[src/rtl/morse_char_assembler_if.sv]
// Symbol-in / character-out bus for morse_char_assembler.
// master: the producer of symbols and consumer of characters.
// slave: the assembler itself.
interface morse_char_assembler_if;
  logic [2:0] ditsdahs;
  logic       sym_valid;
  logic       sym_ready;
  logic [7:0] char_out;
  logic       char_valid;
  logic       char_ready;
  logic       dropped;

  modport master (
    output ditsdahs, sym_valid, char_ready,
    input  sym_ready, char_out, char_valid, dropped
  );

  modport slave (
    input  ditsdahs, sym_valid, char_ready,
    output sym_ready, char_out, char_valid, dropped
  );
endinterface

[src/rtl/morse_char_assembler.sv]
// Morse character assembler.
// Collects DIT/DAH elements into a letter pattern and decodes it to ASCII
// when a GAP or SPACE arrives. Word spaces become 0x20. Results are queued
// in a small output FIFO with a valid/ready handshake.
// Optional feature: define MORSE_DIGITS_EN to decode digits 0-9 from
// five-element patterns; otherwise every five-element pattern gives '?'.
module morse_char_assembler #(
  parameter int unsigned FIFO_DEPTH = 4,
  parameter int unsigned MAX_LEN    = 5
) (
  input  logic                    bigclk,
  input  logic                    rst_n,
  morse_char_assembler_if.slave   bus
);

  localparam int unsigned PTR_W = $clog2(FIFO_DEPTH);
  localparam int unsigned CNT_W = PTR_W + 1;
  localparam int unsigned PAT_W = 5;
  localparam int unsigned LEN_W = 3;

  localparam logic [2:0] CODE_DIT   = 3'd1;
  localparam logic [2:0] CODE_DAH   = 3'd2;
  localparam logic [2:0] CODE_GAP   = 3'd3;
  localparam logic [2:0] CODE_SPACE = 3'd4;

  localparam logic [LEN_W-1:0] LEN_SAT    = LEN_W'(MAX_LEN + 1);
  localparam logic [7:0]       ASCII_SP   = 8'h20;
  localparam logic [7:0]       ASCII_QM   = 8'h3F;

  typedef enum logic [0:0] {
    ST_COLLECT = 1'b0,
    ST_EMIT_SP = 1'b1
  } state_e;

  state_e             state_q, state_d;
  logic [PAT_W-1:0]   pat_q, pat_d;
  logic [LEN_W-1:0]   len_q, len_d;
  logic               last_space_q, last_space_d;
  logic               sym_ready_q, sym_ready_d;

  logic [7:0]         mem_q [FIFO_DEPTH];
  logic [7:0]         mem_d [FIFO_DEPTH];
  logic [PTR_W-1:0]   wr_ptr_q, wr_ptr_d;
  logic [PTR_W-1:0]   rd_ptr_q, rd_ptr_d;
  logic [CNT_W-1:0]   count_q, count_d;
  logic [7:0]         char_out_q, char_out_d;
  logic               char_valid_q, char_valid_d;
  logic               dropped_q, dropped_d;

  logic               sym_fire_c;
  logic               push_c;
  logic [7:0]         push_data_c;
  logic [7:0]         letter_c;
  logic               pop_c;
  logic               full_c;
  logic               push_ok_c;

  // Pattern-to-ASCII lookup; first element received sits at bit len-1, DAH=1.
  function automatic logic [7:0] lookup(input logic [LEN_W-1:0] l,
                                        input logic [PAT_W-1:0] p);
    logic [7:0] c;
    c = ASCII_QM;
    if (l <= LEN_W'(MAX_LEN)) begin
      case (l)
        3'd1: c = p[0] ? "T" : "E";
        3'd2: begin
          case (p[1:0])
            2'b00:   c = "I";
            2'b01:   c = "A";
            2'b10:   c = "N";
            default: c = "M";
          endcase
        end
        3'd3: begin
          case (p[2:0])
            3'b000:  c = "S";
            3'b001:  c = "U";
            3'b010:  c = "R";
            3'b011:  c = "W";
            3'b100:  c = "D";
            3'b101:  c = "K";
            3'b110:  c = "G";
            default: c = "O";
          endcase
        end
        3'd4: begin
          case (p[3:0])
            4'b0000: c = "H";
            4'b0001: c = "V";
            4'b0010: c = "F";
            4'b0100: c = "L";
            4'b0110: c = "P";
            4'b0111: c = "J";
            4'b1000: c = "B";
            4'b1001: c = "X";
            4'b1010: c = "C";
            4'b1011: c = "Y";
            4'b1100: c = "Z";
            4'b1101: c = "Q";
            default: c = ASCII_QM;
          endcase
        end
        3'd5: begin
`ifdef MORSE_DIGITS_EN
          case (p)
            5'b11111: c = "0";
            5'b01111: c = "1";
            5'b00111: c = "2";
            5'b00011: c = "3";
            5'b00001: c = "4";
            5'b00000: c = "5";
            5'b10000: c = "6";
            5'b11000: c = "7";
            5'b11100: c = "8";
            5'b11110: c = "9";
            default:  c = ASCII_QM;
          endcase
`else
          c = ASCII_QM;
`endif
        end
        default: c = ASCII_QM;
      endcase
    end
    return c;
  endfunction

  assign letter_c   = lookup(len_q, pat_q);
  assign sym_fire_c = bus.sym_valid && sym_ready_q;

  // Next-state logic for the letter FSM: pattern capture and push requests.
  always_comb begin
    state_d      = state_q;
    pat_d        = pat_q;
    len_d        = len_q;
    last_space_d = last_space_q;
    push_c       = 1'b0;
    push_data_c  = 8'h00;
    case (state_q)
      ST_COLLECT: begin
        if (sym_fire_c) begin
          case (bus.ditsdahs)
            CODE_DIT, CODE_DAH: begin
              pat_d = {pat_q[PAT_W-2:0], (bus.ditsdahs == CODE_DAH)};
              if (len_q != LEN_SAT) begin
                len_d = len_q + LEN_W'(1);
              end
            end
            CODE_GAP: begin
              if (len_q != '0) begin
                push_c       = 1'b1;
                push_data_c  = letter_c;
                pat_d        = '0;
                len_d        = '0;
                last_space_d = 1'b0;
              end
            end
            CODE_SPACE: begin
              if (len_q != '0) begin
                push_c      = 1'b1;
                push_data_c = letter_c;
                state_d     = ST_EMIT_SP;
              end else if (!last_space_q) begin
                push_c       = 1'b1;
                push_data_c  = ASCII_SP;
                last_space_d = 1'b1;
              end
            end
            default: ;
          endcase
        end
      end
      ST_EMIT_SP: begin
        push_c       = 1'b1;
        push_data_c  = ASCII_SP;
        last_space_d = 1'b1;
        pat_d        = '0;
        len_d        = '0;
        state_d      = ST_COLLECT;
      end
      default: state_d = ST_COLLECT;
    endcase
    sym_ready_d = (state_d == ST_COLLECT);
  end

  // Output FIFO next-state: push/pop arbitration, drop flag, registered head.
  always_comb begin
    pop_c     = bus.char_ready && (count_q != '0);
    full_c    = (count_q == CNT_W'(FIFO_DEPTH));
    push_ok_c = push_c && (!full_c || pop_c);
    dropped_d = dropped_q || (push_c && full_c && !pop_c);
    mem_d     = mem_q;
    wr_ptr_d  = wr_ptr_q;
    rd_ptr_d  = rd_ptr_q;
    count_d   = count_q;
    if (push_ok_c) begin
      mem_d[wr_ptr_q] = push_data_c;
      wr_ptr_d        = wr_ptr_q + PTR_W'(1);
    end
    if (pop_c) begin
      rd_ptr_d = rd_ptr_q + PTR_W'(1);
    end
    if (push_ok_c && !pop_c) begin
      count_d = count_q + CNT_W'(1);
    end else if (!push_ok_c && pop_c) begin
      count_d = count_q - CNT_W'(1);
    end
    char_valid_d = (count_d != '0);
    // The new head may be the entry being written this very cycle.
    if (push_ok_c && (wr_ptr_q == rd_ptr_d)) begin
      char_out_d = push_data_c;
    end else begin
      char_out_d = mem_q[rd_ptr_d];
    end
  end

  // State and output registers.
  always_ff @(posedge bigclk or negedge rst_n) begin
    if (!rst_n) begin
      state_q      <= ST_COLLECT;
      pat_q        <= '0;
      len_q        <= '0;
      last_space_q <= 1'b0;
      sym_ready_q  <= 1'b1;
      for (int i = 0; i < int'(FIFO_DEPTH); i++) begin
        mem_q[i] <= 8'h00;
      end
      wr_ptr_q     <= '0;
      rd_ptr_q     <= '0;
      count_q      <= '0;
      char_out_q   <= 8'h00;
      char_valid_q <= 1'b0;
      dropped_q    <= 1'b0;
    end else begin
      state_q      <= state_d;
      pat_q        <= pat_d;
      len_q        <= len_d;
      last_space_q <= last_space_d;
      sym_ready_q  <= sym_ready_d;
      mem_q        <= mem_d;
      wr_ptr_q     <= wr_ptr_d;
      rd_ptr_q     <= rd_ptr_d;
      count_q      <= count_d;
      char_out_q   <= char_out_d;
      char_valid_q <= char_valid_d;
      dropped_q    <= dropped_d;
    end
  end

  assign bus.sym_ready  = sym_ready_q;
  assign bus.char_out   = char_out_q;
  assign bus.char_valid = char_valid_q;
  assign bus.dropped    = dropped_q;

endmodule

[src/flat_wrapper.sv]
// flat-port wrapper written by rule: the top's interface ports become plain ports
module morse_char_assembler_flat 
#(
  parameter int unsigned FIFO_DEPTH = 4,
  parameter int unsigned MAX_LEN    = 5
)
  (bigclk, rst_n, bus_ditsdahs, bus_sym_valid, bus_char_ready, bus_sym_ready, bus_char_out, bus_char_valid, bus_dropped);
  morse_char_assembler_if bus_i ();
  input  logic bigclk;
  input  logic rst_n;
  input wire logic [$bits(bus_i.ditsdahs)-1:0] bus_ditsdahs;
  input wire logic [$bits(bus_i.sym_valid)-1:0] bus_sym_valid;
  input wire logic [$bits(bus_i.char_ready)-1:0] bus_char_ready;
  output wire logic [$bits(bus_i.sym_ready)-1:0] bus_sym_ready;
  output wire logic [$bits(bus_i.char_out)-1:0] bus_char_out;
  output wire logic [$bits(bus_i.char_valid)-1:0] bus_char_valid;
  output wire logic [$bits(bus_i.dropped)-1:0] bus_dropped;
  assign bus_i.ditsdahs = bus_ditsdahs;
  assign bus_i.sym_valid = bus_sym_valid;
  assign bus_i.char_ready = bus_char_ready;
  assign bus_sym_ready = bus_i.sym_ready;
  assign bus_char_out = bus_i.char_out;
  assign bus_char_valid = bus_i.char_valid;
  assign bus_dropped = bus_i.dropped;
  morse_char_assembler #(.FIFO_DEPTH(FIFO_DEPTH), .MAX_LEN(MAX_LEN)) u_core (.bigclk(bigclk), .rst_n(rst_n), .bus(bus_i));
endmodule
[config.mk]
export PLATFORM = sky130hd
export DESIGN_NAME = morse_char_assembler_flat
export DESIGN_NICKNAME = d
export VERILOG_FILES = /design/src/rtl/morse_char_assembler_if.sv /design/src/rtl/morse_char_assembler.sv /design/src/flat_wrapper.sv
export SDC_FILE = /design/constraint.sdc
export NUM_CORES = 1
export LEC_CHECK = 0
export ABC_CLOCK_PERIOD_IN_PS = 5000
export CORE_UTILIZATION = 50
export CTS_CLUSTER_SIZE = 8
export DETAILED_ROUTE_END_ITERATION = 6
export GPL_TIMING_DRIVEN = 0
export PLACE_DENSITY_LB_ADDON = 0.1
export SYNTH_ARGS = -nofsm -noshare
export SYNTH_HDL_FRONTEND = slang
export SYNTH_SLANG_ARGS = --single-unit
[constraint.sdc]
create_clock -name bigclk -period 5 [get_ports bigclk]
set_input_delay 1 -clock bigclk [delete_from_list [all_inputs] [get_ports bigclk]]
set_output_delay 1 -clock bigclk [all_outputs]
set_load 0.02 [all_outputs]
==> results of run 1 <==
flip-flops by register name (all words and copies together) (netlist names):
register	cells
u_core.mem_q	28
u_core.bus.char_out	7
u_core.pat_q	4
u_core.count_q	3
u_core.len_q	3
u_core.rd_ptr_q	2
u_core.wr_ptr_q	2
u_core.bus.char_valid	1
u_core.bus.dropped	1
u_core.bus.sym_ready	1
u_core.last_space_q	1
u_core.state_q	1
area by class of cell:
type,instances,area share (%)
multi-input cells,241,52.9
flip-flops and latches,54,34.1
repair buffers,15,4.10
well taps,96,3.02
inverters,19,1.80
clock buffers,5,1.73
plain buffers,15,1.67
clock inverters,3,0.725
power groups by stage:
stage	clock (mW)	sequential [mW]	combinational, mW
after floorplan	0	0.723	0.880
after global placement	0	0.718	1.16
after detailed placement	0	0.726	1.18
after CTS	0.269	0.717	1.19
after global routing	0.288	0.741	1.31
final	0.262	0.718	1.19
synthesized netlist by cell type, types with 3 or more instances:
library cell   n  area, um^2
nor2_1        16        60.1
ha_1          22         275
nand3_1        4        20.0
nor2b_1        3        18.8
o211ai_1       4        30.0
o21a_1         4        30.0
a21oi_1       22         110
mux4_2        14         315
nor3_1         5        25.0
nand2b_1       4        25.0
clkbuf_1      11        41.3
mux2i_1        3        30.0
nand2_1       20        75.1
nor3b_1        5        37.5
dfrtp_1       53        1330
mux2_2        47         529
nand2_2        4        25.0
inv_1         19        71.3
a211oi_1       4        30.0
xnor2_1        4        35.0
o21ai_0       10        50.1
a31oi_1        4        25.0
worst min-delay path by stage:
stage	startpoint	to
2_1_floorplan	u_core.mem_q[13]	u_core.mem_q[13]
4_1_cts	u_core.bus.dropped	u_core.bus.dropped
6_report	u_core.bus.dropped	u_core.bus.dropped
3_3_place_gp	u_core.bus.dropped	u_core.bus.dropped
3_5_place_dp	u_core.bus.dropped	u_core.bus.dropped
5_1_grt	u_core.bus.dropped	u_core.bus.dropped
per-stage QoR:
step,instances,hold slack (ps),utilization (%),power [mW]
final,448,473,57.8,2.17
after global routing,448,503,57.8,2.34
after CTS,448,478,57.8,2.18
after detailed placement,440,449,56.4,1.91
after global placement,439,447,56.1,1.88
after floorplan,329,491,-,1.60
per-layer routing:
| metal | global-route usage (%) | up-vias | wire, um |
|---|---|---|---|
| met3 | 3.14 | 11 | 252 |
| met1 | 30.1 | 1288 | 3550 |
| li1 | - | 1252 | - |
| met4 | 6.36 | 0 | 107 |
| met2 | 34.3 | 42 | 3500 |
| met5 | 0 | - | 0 |
cell families (layout without fill, tap and decap cells):
| family | after synthesis | after routing | synth area share, % |
|---|---|---|---|
| compound gates | 71 | 71 | 13.5 |
| xor+xnor | 5 | 5 | 1.22 |
| fa+ha+maj | 22 | 22 | 7.67 |
| buf+inv | 34 | 57 | 3.83 |
| flops | 54 | 54 | 37.7 |
| mux | 64 | 64 | 24.4 |
| other cells | 1 | 1 | 0.104 |
| simple gates | 78 | 78 | 11.6 |
critical path: stages:
cell and delay, ps:
clkdlybuf4s50_1 420, or4b_1 510, a31o_2 310, nor3_4 350
a21boi_4 440, mux2_2 390
==> flow_summary.toml, run 1 <==
[logic_synthesis]
ys_dominant_reg_cell = "dfrtp_1"
netlist_instances = 329
yosysSeqAreaShare_pct = 37.7
yosys_register_bits = 54
synth.lib_cells_used.distinct = 59
postSynthAreaPerCell_um2 = 10.9
synth_nets = 358
ys_async_sr_fraction_pct = 100
synth_edf_count = 0
ys.warnings.count = 0
netlist_area_um2 = 3590

[final_layout]
drive_gt1_share_pct = 25.3
multi_input_comb_area_um2 = 2100
fin_area_um2 = 3970
filler_cell_count = 593
final_cell_mix = "dfrtp_1, mux2_2, a21oi_1, ha_1, nand2_1"
antenna-diode-count = 0
layout_commonest_cell = "dfrtp_1"
area.sequential_um2 = 1350
num-nets-final = 380
area_growth_pct = 10.6

[power]
irDropWorstVdd_v = 0.000249
p_clk_share_pct = 12.1
share_comb_of_total_power_pct = 54.8
static-leakage-power_nw = 1.74
total_switching_power_mw = 0.920
powerDensity_nw_per_um2 = 546
sequentialPowerShare_pct = 33.1
p_int_mw = 1.25
power.switching_fraction_pct = 42.4

[place]
io_buffer_count = 14
place_hpwl_mm = 5.29
placed_cell_area_um2 = 3870
place_ws_ps = 1440
gpl.final_weighted_congestion = 0.875

[min_path]
worst_hold_path_class = "register to register"
hold_depth = 1

[timing]
fmax_achieved_ghz = 0.309
hold_violations = 0
finalWorstSetupSlack_ps = 1760
unrepaired_setup_endpoints_after_global_routing = "no"
worst_slew_margin_rel_pct = 44.2
tmin_final_ps = 3240
tightest_slew_ps = 831
slew_violations = 0
post_route_fraction_of_the_period_consumed_by_the_critical_path_pct = 64.7
post_route_skew_ps = 16.2
setup_tns_ps = 0
finalSetupViolCount = 0

[setup_path]
end_kind = "register"
rr_endpoint = "u_core.bus.char_out[1]"
largest_driver_fanout_on_the_critical_path = 8
reg2regPathDepth = 8
crit_arrival_ps = 3430
timing.critical_path.from_type = "primary input"
worst_setup_path_startpoint = "bus_ditsdahs[0]"
path_class = "primary input to register"
cp_data_required_time_ps = 5200
cp-endpoint = "u_core.bus.char_out[6]"
worstReg2RegStart = "u_core.len_q[2]"
reg2reg_slack_ps = 2260

[clock_network]
post-cts-setup-buffer-count = 0
tritoncts_buffer_count = 5
hold_buffers = 0
clkTransAtPathRegs_ps = 100
htree_levels = 2
post_cts_resized = 0
clock_path_buffers = 2
cts.sinks = 54
clock_latency_at_the_later_pin_of_the_worst_skew_pair_ps = 320
cts_root_buf = "clkbuf_8"
tritoncts = "done"

[floorplanning]
die_height_um = 86.7
coreArea_um2 = 6870
chipWidth_um = 86.7
die_area_um2 = 7520
fp-row-count = 30
floorplan.initialDensity_pct = 52.3
ios = 18

[drt]
antenna_left = 0
detailroute.via_count = 2593
vias_per_cell = 5.79
post-route-drc-count = 0
firstDrtPassIters = 4
routedWlPerCell_um = 16.5
route.final.wire_length_mm = 7.41
drt_iter0_markers = 206

[run]
cap_viol_max_count = 0

[global_route]
grt_start_max_net_pins = 32
grt_remaining_overflow = 0
grt_first_pass_wirelength_mm = 12.3
antenna_found_initial = 0
track_usage_pct = 21.4
grt_pass1_vias = 2536

[status]
run_status = "finished, final reports clean"
Note: power is estimated with default switching activity, not from simulation.
==> run 2, diff against run 1 <==
- ABC_CLOCK_PERIOD_IN_PS: 5000 -> 2610
- clock period: 5 -> 2.61 ns (I/O delays scaled with it)
==> run 2 against run 1 <==
Against the previous run:
- register-to-register slack worse by 2100 ps
- critical endpoint unchanged
- hold slack got worse by 200 ps
- sequential share of layout area shrank 0.46 points
- total power up 94%
- non-clock buffer count rose by 3
==> flow_summary.toml, run 2 (synthesized netlist as in run 1, its figures left out) <==
[clock_network]
htree_levels = 2
cts.sinks = 54
cts_root_buf = "clkbuf_8"
clock_path_buffers = 2
clock_latency_at_the_later_pin_of_the_worst_skew_pair_ps = 320
tritoncts = "done"
clkTransAtPathRegs_ps = 110
tritoncts_buffer_count = 5

[run]
cap_viol_max_count = 0

[power]
power.switching_fraction_pct = 42.4
p_int_mw = 2.42
powerDensity_nw_per_um2 = 1040
design_power_total_mw = 4.20
sequentialPowerShare_pct = 32.8
irDropWorstVdd_v = 0.000477
share_comb_of_total_power_pct = 55.3
p_clk_share_pct = 11.9
total_switching_power_mw = 1.78
static-leakage-power_nw = 1.78

[setup_path]
end_kind = "register"
path_class = "primary input to register"
timing.critical_path.from_type = "primary input"
crit_arrival_ps = 2690
largest_driver_fanout_on_the_critical_path = 7
reg2reg_slack_ps = 130
cp_data_required_time_ps = 2810

[floorplanning]
die_height_um = 86.7
coreArea_um2 = 6870
die_area_um2 = 7520
ios = 18
fp-row-count = 30
floorplan.initialDensity_pct = 52.3
chipWidth_um = 86.7

[final_layout]
largest-register = "u_core.mem_q"
area_growth_pct = 12.2
largest_register_ff_count = 28
num-nets-final = 383
drive_gt1_share_pct = 27.9
final_core_util_pct = 58.7
layout_commonest_cell = "dfrtp_1"
filler_cell_count = 589
final_cell_mix = "dfrtp_1, mux2_2, a21oi_1, ha_1"
antenna-diode-count = 0

[timing]
finalHoldWorstSlack_ps = 268
unrepaired_setup_endpoints_after_global_routing = "no"
finalSetupViolCount = 0
tmin_final_ps = 2490
fmax_achieved_ghz = 0.401
tightest_slew_ps = 763
post_route_skew_ps = 14.1
post_route_fraction_of_the_period_consumed_by_the_critical_path_pct = 95.5
hold_violations = 0
worst_slew_margin_rel_pct = 49.2
slew_violations = 0

[global_route]
grt_first_pass_wirelength_mm = 12.4
track_usage_pct = 21.5
antenna_found_initial = 0
grt_pass1_vias = 2566
grt_start_max_net_pins = 32
grt_remaining_overflow = 0

[drt]
detailroute.via_count = 2618
post-route-drc-count = 0
drt_iter0_markers = 224
firstDrtPassIters = 4
vias_per_cell = 5.80
route.final.wire_length_mm = 7.47
routedWlPerCell_um = 16.6
antenna_left = 0

[place]
place_hpwl_mm = 5.29
io_buffer_count = 14
gpl.final_weighted_congestion = 0.875

[min_path]
worst_hold_path_class = "primary input to async pin"

[status]
run_status = "finished, final reports clean"
[run 2: worst paths after layout]
kind,end,cells after the start,start
worst max-delay path,u_core.bus.char_out[6],7,bus_ditsdahs[0]
worst min-delay path,u_core.mem_q[14],1,rst_n
worst max register to register,u_core.bus.char_out[6],7,u_core.count_q[0]
worst min register to register,u_core.bus.dropped,1,u_core.bus.dropped
max in group asynchronous,u_core.mem_q[2],2,rst_n
min in group bigclk,u_core.bus.dropped,1,u_core.bus.dropped
[run 2: final cells by class]
type                       instances  area [um^2]  area share, %
clock inverter                     3         28.8          0.714
timing repair buffer              18          198           4.91
tap                               96          120           2.98
inverter                          19         71.3           1.77
sequential                        54         1350           33.6
multi-input combinational        241         2120           52.6
clock buffer                       5         68.8           1.71
buffer                            15         70.1           1.74
[run 2: repair_timing]
action,CTS,global route
resized for setup,5,4
pin swaps,1,0
buffers inserted,3,0
endpoints found under the setup margin,24,22
endpoints found under the hold margin,0,0
hold buffers,0,0
[run 2: metal layers]
layer  wire length (um)  vias up  global-route usage (%)  share of wire, %
met1               3640     1296                    30.1                49
met2               3530       54                    34.8                47
li1                   -     1261                       -                 -
met4                 64        0                    6.21              0.86
met5                  0        -                       0                 0
met3                240        7                    3.24               3.2
[run 2: stage by stage]
stage / std cells / setup WS [ps] / area (um^2) / setup TNS [ps]
3_5_place_dp: 440 / -476 / 3870 / -11840
6_report: 451 / 119 / 4030 / 0
3_3_place_gp: 439 / -753 / 3850 / -50520
4_1_cts: 451 / 56.6 / 4020 / 0
2_1_floorplan: 329 / 179 / 3590 / 0
5_1_grt: 451 / 8.47 / 4030 / 0
[run 2: worst max-delay path, cell delays in order]
cell and delay, ps:
clkdlybuf4s50_1 420, or4b_1 510, a31o_2 310, nor3_4 210, a21boi_4 220, buf_12 140, mux2_2 340
[run 2: power by group through the flow]
stage               combinational [mW]  clock [mW]  sequential (mW)
global placement                  2.22           0             1.38
finish                            2.32       0.501             1.38
floorplan                         1.69           0             1.39
CTS                               2.31       0.516             1.37
global route                      2.56       0.552             1.42
detailed placement                2.26           0             1.39
==> run 3, diff against run 2 <==
- SLEW_MARGIN: default -> 30
==> run 3 against run 2 <==
Against the previous run:
- wire length up 1.1%
- utilization increased by 0.31 points
- critical path depth unchanged
- combinational power hardly changed
- non-clock buffer count up 1
- cell count increased by 0.22%
- critical endpoint unchanged
- highest routed layer unchanged
==> flow_summary.toml, run 3 (synthesized netlist as in run 1, its figures left out) <==
[status]
run_status = "finished, final reports clean"

[floorplanning]
ios = 18
die_area_um2 = 7520
floorplan.initialDensity_pct = 52.3
fp-row-count = 30
die_height_um = 86.7
chipWidth_um = 86.7
coreArea_um2 = 6870

[setup_path]
slowest_delay_ps = 510
crit_arrival_ps = 2710
timing.critical_path.from_type = "primary input"
cp_data_required_time_ps = 2790
path_class = "primary input to register"
crit_buf_inv = 2
timing.critical_path.slowest_stage_cell = "or4b_1"
timing.critical_path.cells = "clkdlybuf4s50_1 -> or4b_1 -> a31o_2 -> nor3_4 -> a21boi_4 -> buf_12 -> mux2_2"
end_kind = "register"
critPathTopFamily = "simple AND/OR/NAND/NOR gates"
largest_driver_fanout_on_the_critical_path = 7

[global_route]
grt_first_pass_wirelength_mm = 12.6
grt_remaining_overflow = 0
antenna_found_initial = 0
track_usage_pct = 21.7
grt_pass1_vias = 2572
grt_start_max_net_pins = 43

[place]
io_buffer_count = 14
place_hpwl_mm = 5.33
placed_cell_area_um2 = 3870
place_ws_ps = -489
gpl.final_weighted_congestion = 0.875

[timing]
post_route_skew_ps = 13.1
hold_violations = 0
finalWorstSetupSlack_ps = 83.8
tightest_slew_ps = 710
worst_slew_margin_rel_pct = 52.7
slew_violations = 0
setup_tns_ps = 0
finalSetupViolCount = 0
tmin_final_ps = 2530
post_route_fraction_of_the_period_consumed_by_the_critical_path_pct = 96.8
fmax_achieved_ghz = 0.396
unrepaired_setup_endpoints_after_global_routing = "no"

[final_layout]
area_growth_pct = 12.8
antenna-diode-count = 0
fin_area_um2 = 4050
drive_gt1_share_pct = 28.1
largest-register = "u_core.mem_q"
largest_register_ff_count = 28
layout_commonest_cell = "dfrtp_1"
final_cell_mix = "dfrtp_1, mux2_2, ha_1"
final_core_util_pct = 59.0
num-nets-final = 384

[min_path]
worst_hold_path_class = "primary input to async pin"

[clock_network]
hold_buffers = 0
htree_levels = 2
tritoncts = "done"
clock_path_buffers = 2
cts.sinks = 54
clock_latency_at_the_later_pin_of_the_worst_skew_pair_ps = 310
cts_root_buf = "clkbuf_8"
clkTransAtPathRegs_ps = 100
tritoncts_buffer_count = 5

[drt]
route.final.wire_length_mm = 7.55
drt_iter0_markers = 171
post-route-drc-count = 0
routedWlPerCell_um = 16.7
firstDrtPassIters = 4
detailroute.via_count = 2643
vias_per_cell = 5.85
antenna_left = 0

[run]
cap_viol_max_count = 0

[power]
powerDensity_nw_per_um2 = 1050
irDropWorstVdd_v = 0.000521
static-leakage-power_nw = 1.78
design_power_total_mw = 4.27
## run 3: layer usage
metal,vias up,part of all wire (%),track usage [%]
li1,1261,-,-
met1,1322,49,30.8
met2,55,48,35.6
met3,5,3.2,3.43
met4,0,0.53,3.94
met5,-,0,0
## run 3: layout make-up
type,count,area [um^2]
flip-flops and latches,54,1350
repair buffers,19,200
clock inverters,2,37.5
multi-input cells,241,2120
inverters,19,71.3
clock buffers,6,72.6
fillers,595,2820
plain buffers,15,72.6
well taps,96,120
## run 3: final timing paths
| check | slack [ps] | start | to | cells after the start |
|---|---|---|---|---|
| max | 80 | bus_ditsdahs[0] | u_core.bus.char_out[6] | 7 |
| min | 50 | rst_n | u_core.pat_q[1] | 1 |
| max reg2reg | 120 | u_core.count_q[0] | u_core.bus.char_out[6] | 7 |
| min reg2reg | 470 | u_core.bus.dropped | u_core.bus.dropped | 1 |
| max in group asynchronous | 2080 | rst_n | u_core.mem_q[25] | 2 |
| min in group bigclk | 470 | u_core.bus.dropped | u_core.bus.dropped | 1 |
## run 3: report_power, final
| part | internal [mW] | switching [mW] | leakage [nW] | total, mW |
|---|---|---|---|---|
| clock | 0.287 | 0.270 | 0.0514 | 0.556 |
| combinational | 1.10 | 1.23 | 1.02 | 2.33 |
| sequential | 1.13 | 0.249 | 0.708 | 1.38 |
## run 3: timing repair
action	in CTS	in global routing
cloned	0	0
pin swaps	1	0
gates resized for setup	5	7
buffers inserted	4	0
hold endpoints to repair	0	0
setup endpoints to repair	24	26
## run 3: through the flow
| stage | hold slack, ps | std cells |
|---|---|---|
| global route | 44.9 | 452 |
| detailed placement | 392 | 440 |
| floorplan | 226 | 329 |
| finish | 49.9 | 452 |
| global placement | 447 | 439 |
| CTS | 52.9 | 452 |
